**src/rtl/neuron_preact_accum.sv**
```systemverilog
// Reservoir neuron pre-activation: bias + sum of N_TERMS (w*x)>>>15 terms, saturated to Q2.15.
// Optional sat_flag output enabled by defining NEURON_ACCUM_SAT_FLAG_EN.
module neuron_preact_accum #(
    parameter int N_TERMS = 8,
    parameter int ACC_W   = 24
) (
    input  logic        clk,
    input  logic        rst,
    input  logic        start,
    input  logic [15:0] bias,
    input  logic        in_valid,
    output logic        in_ready,
    input  logic [15:0] in_w,
    input  logic [15:0] in_x,
    output logic        out_valid,
    input  logic        out_ready,
    output logic [16:0] out_sum,
    output logic        busy
`ifdef NEURON_ACCUM_SAT_FLAG_EN
    ,
    output logic        sat_flag
`endif
);
    localparam int CNT_W = $clog2(N_TERMS + 1);
    localparam logic signed [ACC_W-1:0] POS_MAX = ACC_W'(65535);
    localparam logic signed [ACC_W-1:0] NEG_MIN = ACC_W'(-65536);

    typedef enum logic [1:0] {IDLE, ACCUM, OUT} state_t;

    state_t                  state_q, state_d;
    logic signed [ACC_W-1:0] acc_q, acc_d;
    logic [CNT_W-1:0]        cnt_q, cnt_d;
    logic [16:0]             sum_q;

    logic signed [15:0]      w_s, x_s;
    logic signed [31:0]      prod;
    logic signed [ACC_W-1:0] term, acc_nxt;
    logic [16:0]             sat_val;
    logic                    accept, last;

    assign w_s     = in_w;
    assign x_s     = in_x;
    assign prod    = 32'(w_s) * 32'(x_s);
    // Arithmetic shift floors toward -inf; the 17-bit result always fits ACC_W.
    assign term    = ACC_W'(prod >>> 15);
    assign acc_nxt = acc_q + term;

    assign in_ready  = (state_q == ACCUM);
    assign out_valid = (state_q == OUT);
    assign busy      = (state_q != IDLE);
    assign out_sum   = sum_q;
    assign accept    = in_valid && in_ready;
    assign last      = (cnt_q == CNT_W'(N_TERMS - 1));

    always_comb begin
        sat_val = acc_nxt[16:0];
        if (acc_nxt > POS_MAX)
            sat_val = 17'h0FFFF;
        else if (acc_nxt < NEG_MIN)
            sat_val = 17'h10000;
    end

    always_comb begin
        state_d = state_q;
        acc_d   = acc_q;
        cnt_d   = cnt_q;
        case (state_q)
            IDLE: begin
                if (start) begin
                    acc_d   = ACC_W'($signed(bias));
                    cnt_d   = '0;
                    state_d = ACCUM;
                end
            end
            ACCUM: begin
                if (accept) begin
                    acc_d = acc_nxt;
                    cnt_d = cnt_q + CNT_W'(1);
                    if (last)
                        state_d = OUT;
                end
            end
            OUT: begin
                if (out_ready)
                    state_d = IDLE;
            end
            default: state_d = IDLE;
        endcase
    end

    always_ff @(posedge clk) begin
        if (rst) begin
            state_q <= IDLE;
            acc_q   <= '0;
            cnt_q   <= '0;
        end else begin
            state_q <= state_d;
            acc_q   <= acc_d;
            cnt_q   <= cnt_d;
        end
    end

`ifdef NEURON_ACCUM_SAT_FLAG_EN
    logic sat_q;

    always_ff @(posedge clk) begin
        if (rst) begin
            sum_q <= '0;
            sat_q <= 1'b0;
        end else if (accept && last) begin
            sum_q <= sat_val;
            sat_q <= (acc_nxt > POS_MAX) || (acc_nxt < NEG_MIN);
        end
    end

    assign sat_flag = sat_q;
`else
    always_ff @(posedge clk) begin
        if (rst)
            sum_q <= '0;
        else if (accept && last)
            sum_q <= sat_val;
    end
`endif

endmodule

```
**config.mk**
```make
export PLATFORM = sky130hd
export DESIGN_NAME = neuron_preact_accum
export DESIGN_NICKNAME = d
export VERILOG_FILES = /design/src/rtl/neuron_preact_accum.sv
export SDC_FILE = /design/constraint.sdc
export NUM_CORES = 1
export LEC_CHECK = 0
export BUFFER_PORTS_ARGS = -buffer_cell sky130_fd_sc_hd__clkbuf_2
export CORE_MARGIN = 2
export CORE_UTILIZATION = 60
export CTS_CLUSTER_DIAMETER = 50
export DETAILED_ROUTE_END_ITERATION = 10
export MAX_ROUTING_LAYER = met4
export PLACE_DENSITY = 0.79
export SLEW_MARGIN = 40
export SYNTH_ARGS = -nofsm -noshare
export SYNTH_HDL_FRONTEND = slang
export SYNTH_SLANG_ARGS = --single-unit
```
**constraint.sdc**
```tcl
create_clock -name clk -period 11.2 [get_ports clk]
set_input_delay 1.68 -clock clk [delete_from_list [all_inputs] [get_ports clk]]
set_output_delay 1.68 -clock clk [all_outputs]
set_load 0.01 [all_outputs]
```
# ---- Word-level counts from Yosys, hierarchy flattened
# Index checks and enable logic that the tools add are counted.
dict set report word_totals {
  ff_bits 47
  input_bits 53
  out_inout_bits 20
  word_cells 36
}
dict set report classes {
  addsub 2
  n_mul 1
  magnitude_cmp 2
  eq_ne 7
  n_mux 13
  n_reduce_logical 7
}
# operator n
set op_table {}
lappend op_table {{2-to-1 mux 24 bit} 2}
lappend op_table {{case mux 24 bit (2 select lines)} 1}
lappend op_table {{2-to-1 mux 17 bit} 2}
lappend op_table {{multiplier 16 x 16 -> 32 bit} 1}
lappend op_table {{adder 24 x 17 -> 24 bit} 1}
lappend op_table {{greater-than comparator 24 x 17 -> 1 bit (second input constant)} 1}
lappend op_table {{less-than comparator 24 x 17 -> 1 bit (second input constant)} 1}
lappend op_table {{2-to-1 mux 2 bit} 4}
lappend op_table {{2-to-1 mux 4 bit} 2}
lappend op_table {{case mux 4 bit (2 select lines)} 1}
lappend op_table {{!= test 2 x 1 -> 1 bit (second input constant)} 3}
lappend op_table {{case mux 2 bit (3 select lines)} 1}
lappend op_table {{adder 4 x 1 -> 4 bit (second input constant)} 1}
lappend op_table {{equality test 4 x 3 -> 1 bit (second input constant)} 1}
lappend op_table {{AND reduction 4 bit} 1}
lappend op_table {{nonzero test 2 bit} 2}
lappend op_table {{AND reduction 3 bit} 1}
lappend op_table {{equality test 2 x 1 -> 1 bit (second input constant)} 1}
lappend op_table {{equality test 2 bit (second input constant)} 1}
lappend op_table {{logical AND 1 bit} 2}
lappend op_table {{logical NOT 2 bit} 1}
lappend op_table {{!= test 2 bit (second input constant)} 1}

# ---- Longest topological paths before layout
# Gate-level depths: netlist (run 1).
dict set report logic_depth {
  depth_word 5
  mapped_depth 37
  mapped_depth_nobuf 34
}

# ---- Worst setup path before layout (run 1)
# No wires, ideal clock.
dict set report synth_timing {
  path_type {input to register}
  startpoint {input in_x[7]}
  endpoint {register sum_q[0], in the netlist out_sum[0]}
  setup_time_ns 0.115
  arrival_time_ns 9.657
  required_ns 11.085
  slack_ns 1.428
  path_stages 35
  path_buffers 2
  path_cell_list {clkbuf_1 > nand2_1 > fa_1 > inv_1 > fa_1 > inv_1 > fa_1 > inv_1 > fa_1 > fa_1 > inv_1 > fa_1 > inv_1 > ha_1 > a2111oi_0 > o21ai_1 > o21ai_1 > a21oi_1 > o21a_1 > a31o_2 > a21oi_1 > o21ai_0 > xor2_1 > ha_1 > o21ai_1 > a21oi_1 > o21a_1 > or3b_2 > a41o_1 > a21oi_2 > xor2_1 > and4b_1 > buf_2 > o31a_1 > o21a_1}
}
dict set report synth_via {
  elab_chain_cells 5
  word_cells_on_any_way 6
  cone_classes {add/sub: 1; mul: 1; order compare: 2; mux: 2}
}
# element line
set synth_lines {}
lappend synth_lines {{start: declaration} 14} ;# input logic [15:0] in_x,
lappend synth_lines {{multiplier 16 x 16 -> 32 bit *} 43} ;# assign prod = 32'(w_s) * 32'(x_s);
lappend synth_lines {{adder 24 x 17 -> 24 bit *} 46} ;# assign acc_nxt = acc_q + term;
lappend synth_lines {{less-than comparator 24 x 17 -> 1 bit} 59} ;# else if (acc_nxt < NEG_MIN)
lappend synth_lines {{2-to-1 mux 17 bit} 59}
lappend synth_lines {{2-to-1 mux 17 bit *} 57} ;# if (acc_nxt > POS_MAX)
lappend synth_lines {{end signal: assignment} 122} ;# sum_q <= sat_val;
lappend synth_lines {{end: declaration} 33} ;# logic [16:0] sum_q;
# Mark *: on every way between the ends. The rest lies on a longest branch, timed or not.
# A chain may end at the register's enable or synchronous reset.

# ---- Worst setup path after layout (run 1)
dict set report layout_timing {
  startpoint {input in_w[9]}
  endpoint {register sum_q[4], in the netlist out_sum[4]}
}
dict set report layout_via {
  elab_chain_cells 5
  word_cells_on_any_way 6
  cone_classes {add/sub: 1; mul: 1; order compare: 2; mux: 2}
}
# element line
set layout_lines {}
lappend layout_lines {{start: declaration} 13} ;# input logic [15:0] in_w,
lappend layout_lines {{multiplier 16 x 16 -> 32 bit *} 43}
lappend layout_lines {{adder 24 x 17 -> 24 bit *} 46}
lappend layout_lines {{less-than comparator 24 x 17 -> 1 bit} 59}
lappend layout_lines {{2-to-1 mux 17 bit} 59}
lappend layout_lines {{2-to-1 mux 17 bit *} 57}
# Marks and branches as above.

==> impl_metrics.yaml, run 1 <==
status:
  status: "complete, no violations"
sta:
  fin_crit_sh_pct: 94.08
  max_slew_margin_pct: 51.77
  tns_ps: 0
  setup_violations: 0
  max_freq_ghz: 0.09490
  layout_min_cycle_time_ps: 10540
  grt_setup_unrepaired: "no"
  fin_worst_skew_ps: 4.702
  slew_violations: 0
  timing.final.ws_setup_ps: 663.1
  hold_violations: 0
  tightest_slew_ps: 705.3
cts:
  clock-root-buffer: "clkbuf_16"
  holdBufCountCts: 0
  tritoncts: "done"
  cts_buffers: 5
  clk_pin_slew_ps: 60
  post_cts_buffers: 0
  clock_sinks: 47
  clk_latency_ps: 300
  htreeDepth: 2
  post_cts_resized: 0
  clockBufferDepth: 2
synthesis:
  synth_common_cells: "292 x inv_1, 262 x fa_1, 164 x nand2_1, 124 x and2_1, 106 x ha_1"
  synth.most_common_cell: "inv_1"
  async_flop_share_pct: 0
  synth_cells: 1412
  synth.area.top_cells: "fa_1 42%, ha_1 11%, inv_1 8.7%"
  syn_nets: 1833
  synth_edf_count: 0
  synth-seq-cells: 47
  synth_area_leader_cell: "fa_1"
  avgSynthCellArea_um2: 8.926
  synth_cell_type_count: 66
  synth_warnings: 0
  ys_seq_area_share_pct: 7.466
  syn_area_um2: 12600
  yosys.area.top_type_share_pct: 41.62
  synth_ff_type: "dfxtp_1"
floorplanning:
  num_rows: 53
  start_util_pct: 60.53
  die-width_um: 148.9
  dieArea_um2: 22180
  die_y_um: 148.9
  core_um2: 20820
  ios: 73
setup_path:
  crit_type: "in2reg"
  crit_start: "in_w[9]"
  max_stage_delay_ps: 530
  rr_endpoint: "out_sum[7]$_SDFFE_PP0P_"
  reg2reg_depth: 13
  critPathCaptureType: "register"
  r2r-start: "acc_q[0]$_SDFFE_PP0P_"
  slowest_stage: "fa_1"
  crit_required_ps: 11400
  rrSetupSlack_ps: 7730
  endpoint: "out_sum[4]$_SDFFE_PP0P_"
  cpMostUsedCell: "fa_1"
  crit_fanout: 20
  start_kind: "primary input"
  cp_data_arrival_time_ps: 10740
global_routing:
  grt_pass1_wl_um: 48460
  grtUsageTotal_pct: 28.26
  overflow: 0
  grt_max_degree: 48
  antenna_found_initial: 0
  grt_pass1_vias: 10460
cells_and_area:
  nets: 1868
  drive_gt1_share_pct: 8.425
  nFillCells: 1826
  antennaDiodeCount: 0
  syn_to_final_growth_pct: 5.559
route:
  drt_wl_total_um: 28720
  ant_nets: 0
  drtIter0Drc: 479
  avgRoutedWirePerCell_um: 16.67
  num_vias: 9647
  first_pass_iters: 7
  vias_per_cell: 5.599
  drc: 0
placement:
  pre_cts_ws_ps: 302.8
  portBuffers: 72
  dp_hpwl_um: 23560
  place.gp.congestion: 0.8972
job:
  cap_violations: 0
min_path:
  hold_class: "reg2reg"
## layout make-up
type	count	area [um^2]	share of cell area (%)
Multi-Input combinational cell	1021	10350	77.79
Tap cell	275	344.1	2.586
Clock inverter	2	16.27	0.1223
Sequential cell	47	940.9	7.072
Clock buffer	6	138.9	1.044
Inverter	293	1100	8.267
Timing Repair Buffer	79	415.4	3.122
## cell usage in the layout (no fill, tap or decap), types with 3 or more instances in the layout
master and count:
clkbuf_2 71, o21a_1 15, clkbuf_16 5, dfxtp_1 47, a211oi_1 11, o21ai_1 7, nor2b_1 3, ha_1 106
nand3_1 4, nand2_1 164, o21bai_1 4, nand3b_1 3, nor2_1 86, nor3_1 14, buf_4 7, nand2b_1 11
o21ai_0 15, a21o_1 15, or2_2 3, and2_1 124, a311oi_1 13, o2111ai_1 3, fa_1 262, xnor2_1 34
a211oi_2 9, a21oi_1 43, o21ai_2 8, nand4_1 5, inv_1 292, xor2_1 14
## worst max-delay path, delay by kind of cell
family | cells | cell delay, ps
AOI/OAI and AO/OA | 14 | 3300
xor gates and xnor gates | 2 | 420
adders and majority gates | 8 | 3600
buffers and inverters | 7 | 1020
and+or+nand+nor | 4 | 730
## routing by layer
metal | share of wire (%) | wire length, um | vias to the layer above | global-route usage [%]
li1 | - | - | 4413 | -
met1 | 38 | 10890 | 4833 | 33.00
met2 | 52 | 15050 | 282 | 48.27
met3 | 4.4 | 1261 | 119 | 3.394
met4 | 5.3 | 1519 | 0 | 14.48
met5 | 0 | 0 | - | -
## sequential cells by signal, summed over array words and instances (netlist names)
register,count
acc_q,24
state_q,2
out_sum,17
cnt_q,4
## per-stage QoR
stage / std cells / cell area, um^2 / utilization [%] / hold slack, ps
after floorplan: 1412 / 12600 / - / 436.2
after global placement: 1715 / 13140 / 63.09 / 472.0
after detailed placement: 1715 / 13150 / 63.14 / 476.8
after CTS: 1723 / 13300 / 63.89 / 486.1
after global routing: 1723 / 13300 / 63.89 / 493.9
final: 1723 / 13300 / 63.89 / 484.1
## cells by family after synthesis
| kind of cell | Yosys count | share of synthesized area, % |
|---|---|---|
| simple gates | 434 | 16.71 |
| xor+xnor | 48 | 3.336 |
| buf+inv | 344 | 10.53 |
| compound gates | 171 | 9.819 |
| fa+ha+maj | 368 | 52.14 |
| flops | 47 | 7.465 |
## worst min-delay path by stage
| stage | startpoint | end | slack, ps | depth (start not counted) |
|---|---|---|---|---|
| 2_1_floorplan | acc_q[12]$_SDFFE_PP0P_ | acc_q[12]$_SDFFE_PP0P_ | 440 | 2 |
| 3_3_place_gp | acc_q[12]$_SDFFE_PP0P_ | acc_q[12]$_SDFFE_PP0P_ | 470 | 2 |
| 3_5_place_dp | acc_q[12]$_SDFFE_PP0P_ | acc_q[12]$_SDFFE_PP0P_ | 480 | 2 |
| 4_1_cts | acc_q[12]$_SDFFE_PP0P_ | acc_q[12]$_SDFFE_PP0P_ | 490 | 2 |
| 5_1_grt | acc_q[12]$_SDFFE_PP0P_ | acc_q[12]$_SDFFE_PP0P_ | 490 | 2 |
| 6_report | acc_q[12]$_SDFFE_PP0P_ | acc_q[12]$_SDFFE_PP0P_ | 480 | 2 |
Power of run 1 is not shown: default switching activity piles up to over one toggle a cycle in this logic, so the estimate is an artifact.
==> inputs of run 2 (changes only) <==
Settings changed: GPL_TIMING_DRIVEN set to 0.
==> run 2 against run 1 <==
  * Clock skew about the same
  * Setup slack worse by 270 ps
  * Final area is 1.5% higher
  * Routed wire length grew 4.5%
  * Sequential share of layout area is 0.11 points lower
  * Non-clock buffer count grew 41
  * Sequential cell count stayed put
  * Highest routed layer unchanged
  * First-iteration DRC count grew 60%
  * Register-to-register slack got worse by 130 ps
  * Worst hold slack lost 10 ps
  * Cell count increased by 2.4%
  * Fmax is 2.5% lower
==> impl_metrics.yaml, run 2 (synthesis results as in run 1) <==
floorplanning:
  start_util_pct: 60.53
  dieArea_um2: 22180
  num_rows: 53
  core_um2: 20820
  die-width_um: 148.9
  die_y_um: 148.9
  ios: 73
global_routing:
  grt_max_degree: 14
  antenna_found_initial: 0
  overflow: 0
  grtUsageTotal_pct: 29.19
  grt_pass1_vias: 10120
  grt_pass1_wl_um: 49560
cells_and_area:
  largest_reg_flops: 24
  mostFrequentLayoutCells: "292 x inv_1, 262 x fa_1, 164 x nand2_1, 124 x and2_1, 106 x ha_1"
  utilization_pct: 64.87
  syn_to_final_growth_pct: 7.168
  final_common_cell: "inv_1"
  fin_area_um2: 13510
  nets: 1909
  top_register: "acc_q"
  drive_gt1_share_pct: 8.932
  nFillCells: 1723
setup_path:
  critPathCaptureType: "register"
  slowest_stage: "fa_1"
  cpMostUsedCell: "fa_1"
  crit_fanout: 10
  max_stage_delay_ps: 550
  cp_data_arrival_time_ps: 10960
  crit_type: "in2reg"
  start_kind: "primary input"
  crit_required_ps: 11350
cts:
  clock_sinks: 47
  cts_buffers: 5
  clk_pin_slew_ps: 60
  clk_latency_ps: 290
  post_cts_buffers: 0
  clockBufferDepth: 2
  clock-root-buffer: "clkbuf_16"
  tritoncts: "done"
  htreeDepth: 2
route:
  drc: 0
  num_vias: 9692
  drt_wl_total_um: 30000
  drtIter0Drc: 766
  first_pass_iters: 7
  vias_per_cell: 5.491
  ant_nets: 0
  avgRoutedWirePerCell_um: 17.00
sta:
  hold_violations: 0
  max_slew_margin_pct: 46.66
  tns_ps: 0
  tightest_slew_ps: 794.8
  max_freq_ghz: 0.09254
  slew_violations: 0
  fin_worst_skew_ps: 4.748
  layout_min_cycle_time_ps: 10810
  fin_crit_sh_pct: 96.49
  grt_setup_unrepaired: "no"
  setup_violations: 0
status:
  status: "complete, no violations"
min_path:
  hold_class: "reg2reg"
placement:
  portBuffers: 71
  place.gp.congestion: 0.9353
  placed_cell_area_um2: 13300
  dp_hpwl_um: 25760
job:
  cap_violations: 0
[run 2: through the flow]
stage | hold slack (ps) | instances | setup slack, ps
2_1_floorplan | 436.2 | 1412 | 1428
3_3_place_gp | 461.2 | 1758 | -165.7
3_5_place_dp | 469.7 | 1758 | -361.1
4_1_cts | 478.5 | 1766 | 55.73
5_1_grt | 520.4 | 1764 | 23.94
6_report | 473.7 | 1765 | 393.5
[run 2: area by class of cell]
type	instances	area (um^2)	area share (%)
Multi-Input combinational cell	1021	10370	76.76
Inverter	293	1100	8.143
Sequential cell	47	940.9	6.966
Timing Repair Buffer	71	355.3	2.631
Tap cell	275	344.1	2.547
Buffer	49	240.2	1.779
Clock buffer	8	156.4	1.158
Antenna cell	1	2.502	0.01853
[run 2: path summary, 6_finish.rpt]
check / from / end / slack, ps / cells after the start
worst max-delay path: in_w[8] / out_sum[6]$_SDFFE_PP0P_ / 390 / 33
worst max register to register: acc_q[0]$_SDFFE_PP0P_ / out_sum[6]$_SDFFE_PP0P_ / 7600 / 15
worst min register to register: acc_q[12]$_SDFFE_PP0P_ / acc_q[12]$_SDFFE_PP0P_ / 470 / 2
worst min-delay path: acc_q[12]$_SDFFE_PP0P_ / acc_q[12]$_SDFFE_PP0P_ / 470 / 2
[run 2: layer usage]
metal	GRT usage [%]	wire, um
met1	38.21	12040
met2	47.58	15060
met3	4.312	2014
met4	8.714	884
met5	-	0
[run 2: repair_timing]
item | CTS | global route
gates resized for setup | 1 | 35
endpoints found under the setup margin | 10 | 18
hold buffers | 0 | 0
cloned | 0 | 0
[run 2: worst max-delay path, delay by kind of cell]
family	cells	cell delay, ps
AOI/OAI and AO/OA	14	2760
xor gates and xnor gates	2	550
adders and majority gates	8	3620
buffers and inverters	5	1100
and+or+nand+nor	4	1230
Power of run 2 is left out for the same reason.
